==> src/rtl/multicycle_ctrl_if.sv <==
// Control/handshake bundle between the multicycle control FSM and the datapath/memory.
// master = controller (drives controls, sees IR fields/flags); slave = datapath side.
interface multicycle_ctrl_if;
    logic [6:0] op;
    logic [2:0] funct3;
    logic       Zero;
    logic       mem_ready;
    logic       mem_req;
    logic       MemWrite;
    logic       AdrSrc;
    logic       IRWrite;
    logic       PCWrite;
    logic       RegWrite;
    logic [1:0] ResultSrc;
    logic [1:0] ALUSrcA;
    logic [1:0] ALUSrcB;
    logic [1:0] ALUOp;
    logic [2:0] ImmSrc;
    logic       illegal_instr;
    logic       retire;

    modport master (
        input  op, funct3, Zero, mem_ready,
        output mem_req, MemWrite, AdrSrc, IRWrite, PCWrite, RegWrite,
               ResultSrc, ALUSrcA, ALUSrcB, ALUOp, ImmSrc, illegal_instr, retire
    );

    modport slave (
        output op, funct3, Zero, mem_ready,
        input  mem_req, MemWrite, AdrSrc, IRWrite, PCWrite, RegWrite,
               ResultSrc, ALUSrcA, ALUSrcB, ALUOp, ImmSrc, illegal_instr, retire
    );
endinterface

==> src/rtl/multicycle_ctrl.sv <==
// Main control FSM of the multicycle RV32I core: sequences fetch/decode/execute/
// memory/writeback over a shared ALU and one memory port. Only the state is registered.
module multicycle_ctrl (
    input  logic                 clk,
    input  logic                 rst,
    multicycle_ctrl_if.master    bus
);
    localparam logic [6:0] OP_LOAD   = 7'b0000011;
    localparam logic [6:0] OP_STORE  = 7'b0100011;
    localparam logic [6:0] OP_R      = 7'b0110011;
    localparam logic [6:0] OP_IMM    = 7'b0010011;
    localparam logic [6:0] OP_BRANCH = 7'b1100011;
    localparam logic [6:0] OP_JAL    = 7'b1101111;
    localparam logic [6:0] OP_JALR   = 7'b1100111;
    localparam logic [6:0] OP_LUI    = 7'b0110111;
    localparam logic [6:0] OP_AUIPC  = 7'b0010111;

    typedef enum logic [4:0] {
        IDLE, FETCH, DECODE, MEMADR, MEMRD, MEMWB, MEMWR, EXECR, EXECI,
        ALUWB, BRANCH, JAL, JALR, JLINK, LUI, AUIPC, TRAP
    } state_t;

    state_t r_state;
    state_t w_next;

    always_ff @(posedge clk or posedge rst) begin
        if (rst) r_state <= IDLE;
        else     r_state <= w_next;
    end

    always_comb begin
        w_next = r_state;
        unique case (r_state)
            IDLE:   w_next = FETCH;
            FETCH:  if (bus.mem_ready) w_next = DECODE;
            DECODE: begin
                unique case (bus.op)
                    OP_LOAD, OP_STORE: w_next = MEMADR;
                    OP_R:              w_next = EXECR;
                    OP_IMM:            w_next = EXECI;
                    OP_BRANCH:         w_next = (bus.funct3 == 3'b000 || bus.funct3 == 3'b001)
                                                ? BRANCH : TRAP;
                    OP_JAL:            w_next = JAL;
                    OP_JALR:           w_next = JALR;
                    OP_LUI:            w_next = LUI;
                    OP_AUIPC:          w_next = AUIPC;
                    default:           w_next = TRAP;
                endcase
            end
            MEMADR: w_next = (bus.op == OP_LOAD) ? MEMRD : MEMWR;
            MEMRD:  if (bus.mem_ready) w_next = MEMWB;
            MEMWR:  if (bus.mem_ready) w_next = FETCH;
            EXECR, EXECI, JAL, JLINK, LUI, AUIPC: w_next = ALUWB;
            JALR:   w_next = JLINK;
            MEMWB, ALUWB, BRANCH, TRAP: w_next = FETCH;
            default: w_next = IDLE;
        endcase
    end

    always_comb begin
        bus.mem_req       = 1'b0;
        bus.MemWrite      = 1'b0;
        bus.AdrSrc        = 1'b0;
        bus.IRWrite       = 1'b0;
        bus.PCWrite       = 1'b0;
        bus.RegWrite      = 1'b0;
        bus.ResultSrc     = 2'b00;
        bus.ALUSrcA       = 2'b00;
        bus.ALUSrcB       = 2'b00;
        bus.ALUOp         = 2'b00;
        bus.illegal_instr = 1'b0;
        bus.retire        = 1'b0;
        unique case (r_state)
            FETCH: begin
                bus.mem_req   = 1'b1;
                bus.ALUSrcB   = 2'b10;
                bus.ResultSrc = 2'b10;
                bus.IRWrite   = bus.mem_ready;
                bus.PCWrite   = bus.mem_ready;
            end
            DECODE: begin
                bus.ALUSrcA = 2'b01;
                bus.ALUSrcB = 2'b01;
            end
            MEMADR, EXECI: begin
                bus.ALUSrcA = 2'b10;
                bus.ALUSrcB = 2'b01;
                bus.ALUOp   = (r_state == EXECI) ? 2'b10 : 2'b00;
            end
            MEMRD: begin
                bus.mem_req = 1'b1;
                bus.AdrSrc  = 1'b1;
            end
            MEMWB: begin
                bus.ResultSrc = 2'b01;
                bus.RegWrite  = 1'b1;
                bus.retire    = 1'b1;
            end
            MEMWR: begin
                bus.mem_req  = 1'b1;
                bus.MemWrite = 1'b1;
                bus.AdrSrc   = 1'b1;
                bus.retire   = bus.mem_ready;
            end
            EXECR: begin
                bus.ALUSrcA = 2'b10;
                bus.ALUOp   = 2'b10;
            end
            ALUWB: begin
                bus.RegWrite = 1'b1;
                bus.retire   = 1'b1;
            end
            BRANCH: begin
                bus.ALUSrcA = 2'b10;
                bus.ALUOp   = 2'b01;
                bus.retire  = 1'b1;
                bus.PCWrite = (bus.funct3 == 3'b000 &&  bus.Zero) ||
                              (bus.funct3 == 3'b001 && !bus.Zero);
            end
            JAL: begin
                bus.ALUSrcA = 2'b01;
                bus.ALUSrcB = 2'b10;
                bus.PCWrite = 1'b1;
            end
            JALR: begin
                bus.ALUSrcA   = 2'b10;
                bus.ALUSrcB   = 2'b01;
                bus.ResultSrc = 2'b10;
                bus.PCWrite   = 1'b1;
            end
            JLINK: begin
                bus.ALUSrcA = 2'b01;
                bus.ALUSrcB = 2'b10;
            end
            LUI: begin
                bus.ALUSrcA = 2'b11;
                bus.ALUSrcB = 2'b01;
            end
            AUIPC: begin
                bus.ALUSrcA = 2'b01;
                bus.ALUSrcB = 2'b01;
            end
            TRAP: begin
                bus.illegal_instr = 1'b1;
                bus.retire        = 1'b1;
            end
            default: ;
        endcase
    end

    // Immediate format is decoded from op alone so it is valid in every state.
    always_comb begin
        unique case (bus.op)
            OP_STORE:         bus.ImmSrc = 3'b001;
            OP_BRANCH:        bus.ImmSrc = 3'b010;
            OP_LUI, OP_AUIPC: bus.ImmSrc = 3'b011;
            OP_JAL:           bus.ImmSrc = 3'b100;
            default:          bus.ImmSrc = 3'b000;
        endcase
    end
endmodule
==> src/flat_wrapper.sv <==
// flat-port wrapper written by rule: the top's interface ports become plain ports
module multicycle_ctrl_flat 
  (clk, rst, bus_op, bus_funct3, bus_Zero, bus_mem_ready, bus_mem_req, bus_MemWrite, bus_AdrSrc, bus_IRWrite, bus_PCWrite, bus_RegWrite, bus_ResultSrc, bus_ALUSrcA, bus_ALUSrcB, bus_ALUOp, bus_ImmSrc, bus_illegal_instr, bus_retire);
  multicycle_ctrl_if bus_i ();
  input  logic clk;
  input  logic rst;
  input wire logic [$bits(bus_i.op)-1:0] bus_op;
  input wire logic [$bits(bus_i.funct3)-1:0] bus_funct3;
  input wire logic [$bits(bus_i.Zero)-1:0] bus_Zero;
  input wire logic [$bits(bus_i.mem_ready)-1:0] bus_mem_ready;
  output wire logic [$bits(bus_i.mem_req)-1:0] bus_mem_req;
  output wire logic [$bits(bus_i.MemWrite)-1:0] bus_MemWrite;
  output wire logic [$bits(bus_i.AdrSrc)-1:0] bus_AdrSrc;
  output wire logic [$bits(bus_i.IRWrite)-1:0] bus_IRWrite;
  output wire logic [$bits(bus_i.PCWrite)-1:0] bus_PCWrite;
  output wire logic [$bits(bus_i.RegWrite)-1:0] bus_RegWrite;
  output wire logic [$bits(bus_i.ResultSrc)-1:0] bus_ResultSrc;
  output wire logic [$bits(bus_i.ALUSrcA)-1:0] bus_ALUSrcA;
  output wire logic [$bits(bus_i.ALUSrcB)-1:0] bus_ALUSrcB;
  output wire logic [$bits(bus_i.ALUOp)-1:0] bus_ALUOp;
  output wire logic [$bits(bus_i.ImmSrc)-1:0] bus_ImmSrc;
  output wire logic [$bits(bus_i.illegal_instr)-1:0] bus_illegal_instr;
  output wire logic [$bits(bus_i.retire)-1:0] bus_retire;
  assign bus_i.op = bus_op;
  assign bus_i.funct3 = bus_funct3;
  assign bus_i.Zero = bus_Zero;
  assign bus_i.mem_ready = bus_mem_ready;
  assign bus_mem_req = bus_i.mem_req;
  assign bus_MemWrite = bus_i.MemWrite;
  assign bus_AdrSrc = bus_i.AdrSrc;
  assign bus_IRWrite = bus_i.IRWrite;
  assign bus_PCWrite = bus_i.PCWrite;
  assign bus_RegWrite = bus_i.RegWrite;
  assign bus_ResultSrc = bus_i.ResultSrc;
  assign bus_ALUSrcA = bus_i.ALUSrcA;
  assign bus_ALUSrcB = bus_i.ALUSrcB;
  assign bus_ALUOp = bus_i.ALUOp;
  assign bus_ImmSrc = bus_i.ImmSrc;
  assign bus_illegal_instr = bus_i.illegal_instr;
  assign bus_retire = bus_i.retire;
  multicycle_ctrl u_core (.clk(clk), .rst(rst), .bus(bus_i));
endmodule
==> config.mk <==
export PLATFORM = sky130hd
export DESIGN_NAME = multicycle_ctrl_flat
export DESIGN_NICKNAME = d
export VERILOG_FILES = /design/src/rtl/multicycle_ctrl_if.sv /design/src/rtl/multicycle_ctrl.sv /design/src/flat_wrapper.sv
export SDC_FILE = /design/constraint.sdc
export NUM_CORES = 1
export LEC_CHECK = 0
export BUFFER_PORTS_ARGS = -buffer_cell sky130_fd_sc_hd__buf_2
export CORE_MARGIN = 1
export CORE_UTILIZATION = 45
export DETAILED_ROUTE_END_ITERATION = 12
export PLACE_DENSITY_LB_ADDON = 0.2
export SLEW_MARGIN = 20
export SYNTH_ARGS = -nofsm -noshare
export SYNTH_HDL_FRONTEND = slang
export SYNTH_SLANG_ARGS = --single-unit
==> constraint.sdc <==
create_clock -name clk -period 3.5 [get_ports clk]
set_clock_uncertainty 0.05 [all_clocks]
set_input_delay 0.175 -clock clk [delete_from_list [all_inputs] [get_ports clk]]
set_output_delay 0.175 -clock clk [all_outputs]
set_load 0.05 [all_outputs]
==> results.sh <==
export IMPL_clock_latency_ps=240
export IMPL_grt_usage_pct=22.3
export IMPL_area_delta_synth_final_pct=16.2
export IMPL_die_width_um=47.1
export IMPL_die_y_um=47.1
export IMPL_power_per_cell_area_nw_per_um2=878
export IMPL_end_kind="output pin"
export IMPL_synth_seq_area_share_pct=13.7
export IMPL_grt_pass1_wl_mm=3.54
export IMPL_synth_nets=141
export IMPL_async_flop_share_pct=100
export IMPL_status="complete, no violations"
export IMPL_yosysWarnings=0
export IMPL_ctsResizeCount=0
export IMPL_grt_pass1_vias=816
export IMPL_ys_ff_latch=5
export IMPL_drc=0
export IMPL_peakVddDrop_mv=0.809
export IMPL_finalCritPeriodShare_pct=66.5
export IMPL_syn_area_per_cell_um2=7.19
export IMPL_htree_levels=1
export IMPL_worst_setup_path_start_kind="register"
export IMPL_fin_area_um2=1060
export IMPL_synthDistinctLibCells=49
export IMPL_cap_violations=0
export IMPL_largest_reg_flops=5
export IMPL_worstSetupPathType="register to output pin"
export IMPL_tns_ps=0
export IMPL_cts_buffers=3
export IMPL_wl_per_cell_um=13.2
export IMPL_power_w=0.000932
export IMPL_cts_tree="built"
export IMPL_gr_total_overflow=0
export IMPL_die_area_um2=2210
export IMPL_fmax_mhz=429
export IMPL_r2r_setup_slack_ps=1640
export IMPL_placed_cell_area_um2=1020
export IMPL_whs_ps=224
export IMPL_coreArea_um2=1820
export IMPL_synth_cells=127
export IMPL_clkTransAtPathRegs_ps=40
export IMPL_rsz0062_at_grt="false"
export IMPL_arrival_ps=2100
export IMPL_finalCriticalPeriod_ps=2330
export IMPL_clkSinkCount=5
export IMPL_crit_fanout=19
export IMPL_place_gp_congestion=0.889
export IMPL_num_rows=15
export IMPL_antenna_found_initial=0
export IMPL_num_vias=1031
export IMPL_clockRootBuffer="clkbuf_4"
export IMPL_drt_initial_drc_count=36
export IMPL_rr_worst_depth=4
export IMPL_cts_buffer_depth=2
export IMPL_netlist_area_um2=913
export IMPL_start_util_pct=50.2
export IMPL_first_pass_iters=4
export IMPL_viasPerCell=5.89
export IMPL_top_register="u_core.r_state"
export IMPL_reg_largest_list="u_core.r_state (5)"
export IMPL_hold_viol=0
export IMPL_slew_headroom_pct=56.3
export IMPL_holdPathStages=2
export IMPL_tightest_slew_ps=656
export IMPL_pin_count=33
export IMPL_register_area_um2=125
export IMPL_cp_required_ps=3270
export IMPL_hold_class="input port to register"
export IMPL_synth_ff_type="dfrtp_1"
export IMPL_slew_viol_final=0
export IMPL_final_layout_size_suffix_gt1_share_pct=27.3
export IMPL_synth_edf_count=0
export IMPL_drt_total_wl_mm=2.32
export IMPL_fill_cells=181
export IMPL_port_buffers=32
export IMPL_final_nets=165
export IMPL_multi_input_area_um2=686
export IMPL_hpwl_mm=1.71
export IMPL_grt_max_degree=25
export IMPL_antenna_cells=0
export IMPL_p_leak_nw=0.479
export IMPL_ant_nets=0
export IMPL_setup_viol=0
==> report_power, final <==
| part | leakage [nW] | internal [W] | switching [W] |
|---|---|---|---|
| sequential | 0.0649 | 0.0000789 | 0.000113 |
| clock | 0.0150 | 0.0000431 | 0.0000231 |
| combinational | 0.399 | 0.000211 | 0.000463 |
| total | 0.479 | 0.000333 | 0.000599 |
==> placed cells by master, fill, tap and decap left out, drive strengths merged, types with 2 or more instances in the layout <==
cell / count
o31a: 2
buf: 32
or2: 2
nand2b: 7
a31oi: 2
inv: 6
nand2: 7
nand3: 2
and3b: 2
o221ai: 2
clkbuf: 4
o21a: 4
nor3b: 2
nor3: 4
a21o: 2
a22oi: 4
mux2i: 2
nor4: 3
o22ai: 2
nor2: 15
nor4b: 3
nor2b: 4
a2111oi: 2
o21ai: 3
dfrtp: 5
a21oi: 8
o211ai: 2
==> synthesized netlist by cell type (2+ instances only) <==
cell | count | area (um2)
a2111oi_0 | 2 | 17.5
a21o_1 | 2 | 15.0
a21oi_1 | 8 | 40.0
a22oi_1 | 4 | 30.0
a31oi_1 | 2 | 12.5
and3b_1 | 2 | 17.5
buf_1 | 2 | 7.51
buf_2 | 6 | 30.0
buf_6 | 2 | 22.5
clkbuf_1 | 2 | 7.51
dfrtp_1 | 5 | 125
inv_1 | 6 | 22.5
mux2i_1 | 2 | 20.0
nand2_1 | 7 | 26.3
nand2b_1 | 7 | 43.8
nand3_1 | 2 | 10.0
nor2_1 | 15 | 56.3
nor2b_1 | 4 | 25.0
nor3_1 | 4 | 20.0
nor4_1 | 2 | 12.5
nor4b_1 | 3 | 26.3
o211ai_1 | 2 | 15.0
o21a_1 | 4 | 30.0
o21ai_0 | 3 | 15.0
o221ai_1 | 2 | 17.5
o22ai_1 | 2 | 12.5
o31a_1 | 2 | 17.5
or2_2 | 2 | 12.5
==> what timing repair did <==
item / CTS / global route
endpoints found under the setup margin: 0 / 0
buffers inserted: 0 / 0
endpoints found under the hold margin: 5 / 0
hold buffers: 1 / 0
==> through the flow <==
| stage | setup WS, ps | cells | utilization [%] |
|---|---|---|---|
| floorplan | 378 | 127 | - |
| global placement | 1530 | 170 | 56.3 |
| detailed placement | 1460 | 170 | 56.3 |
| CTS | 1190 | 175 | 58.3 |
| global route | 943 | 175 | 58.3 |
| finish | 1170 | 175 | 58.3 |
==> worst max-delay path: stages (launching register included) <==
cell and delay [ps]:
dfrtp_1 600, nand2b_1 290, nor4_1 380, nand2_1 130
o311ai_0 120, buf_2 330
==> kinds of logic after synthesis <==
group	share of synthesized area [%]
AND/OR/NAND/NOR	34.8
AO/OA/AOI/OAI	36.2
buffers and inverters	11.2
flip-flops	13.7
XOR/XNOR	1.92
multiplexers	2.19
==> routing by layer <==
layer	global-route usage [%]	wire [um]
met5	0	0
met4	5.71	25
met3	5.38	119
met2	33.6	1030
met1	31.8	1140
==> final cells by class <==
class                   count  area share [%]
clock buffers               4            2.48
repair buffers             33            16.0
well taps                  25            2.95
flip-flops and latches      5            11.8
inverters                   6            2.12
multi-input cells         102            64.6
==> final timing paths <==
kind                                            endpoint                     startpoint
min in group asynchronous  u_core.r_state[0]$_DFFE_PP0P_                            rst
max reg2reg                u_core.r_state[2]$_DFFE_PP0P_  u_core.r_state[2]$_DFFE_PP0P_
min reg2reg                u_core.r_state[2]$_DFFE_PP0P_  u_core.r_state[4]$_DFFE_PP0P_
max                                          bus_PCWrite  u_core.r_state[3]$_DFFE_PP0P_
min                        u_core.r_state[1]$_DFFE_PP0P_                  bus_mem_ready
max in group asynchronous  u_core.r_state[2]$_DFFE_PP0P_                            rst
No activity file was read; power rests on OpenSTA's default activity.
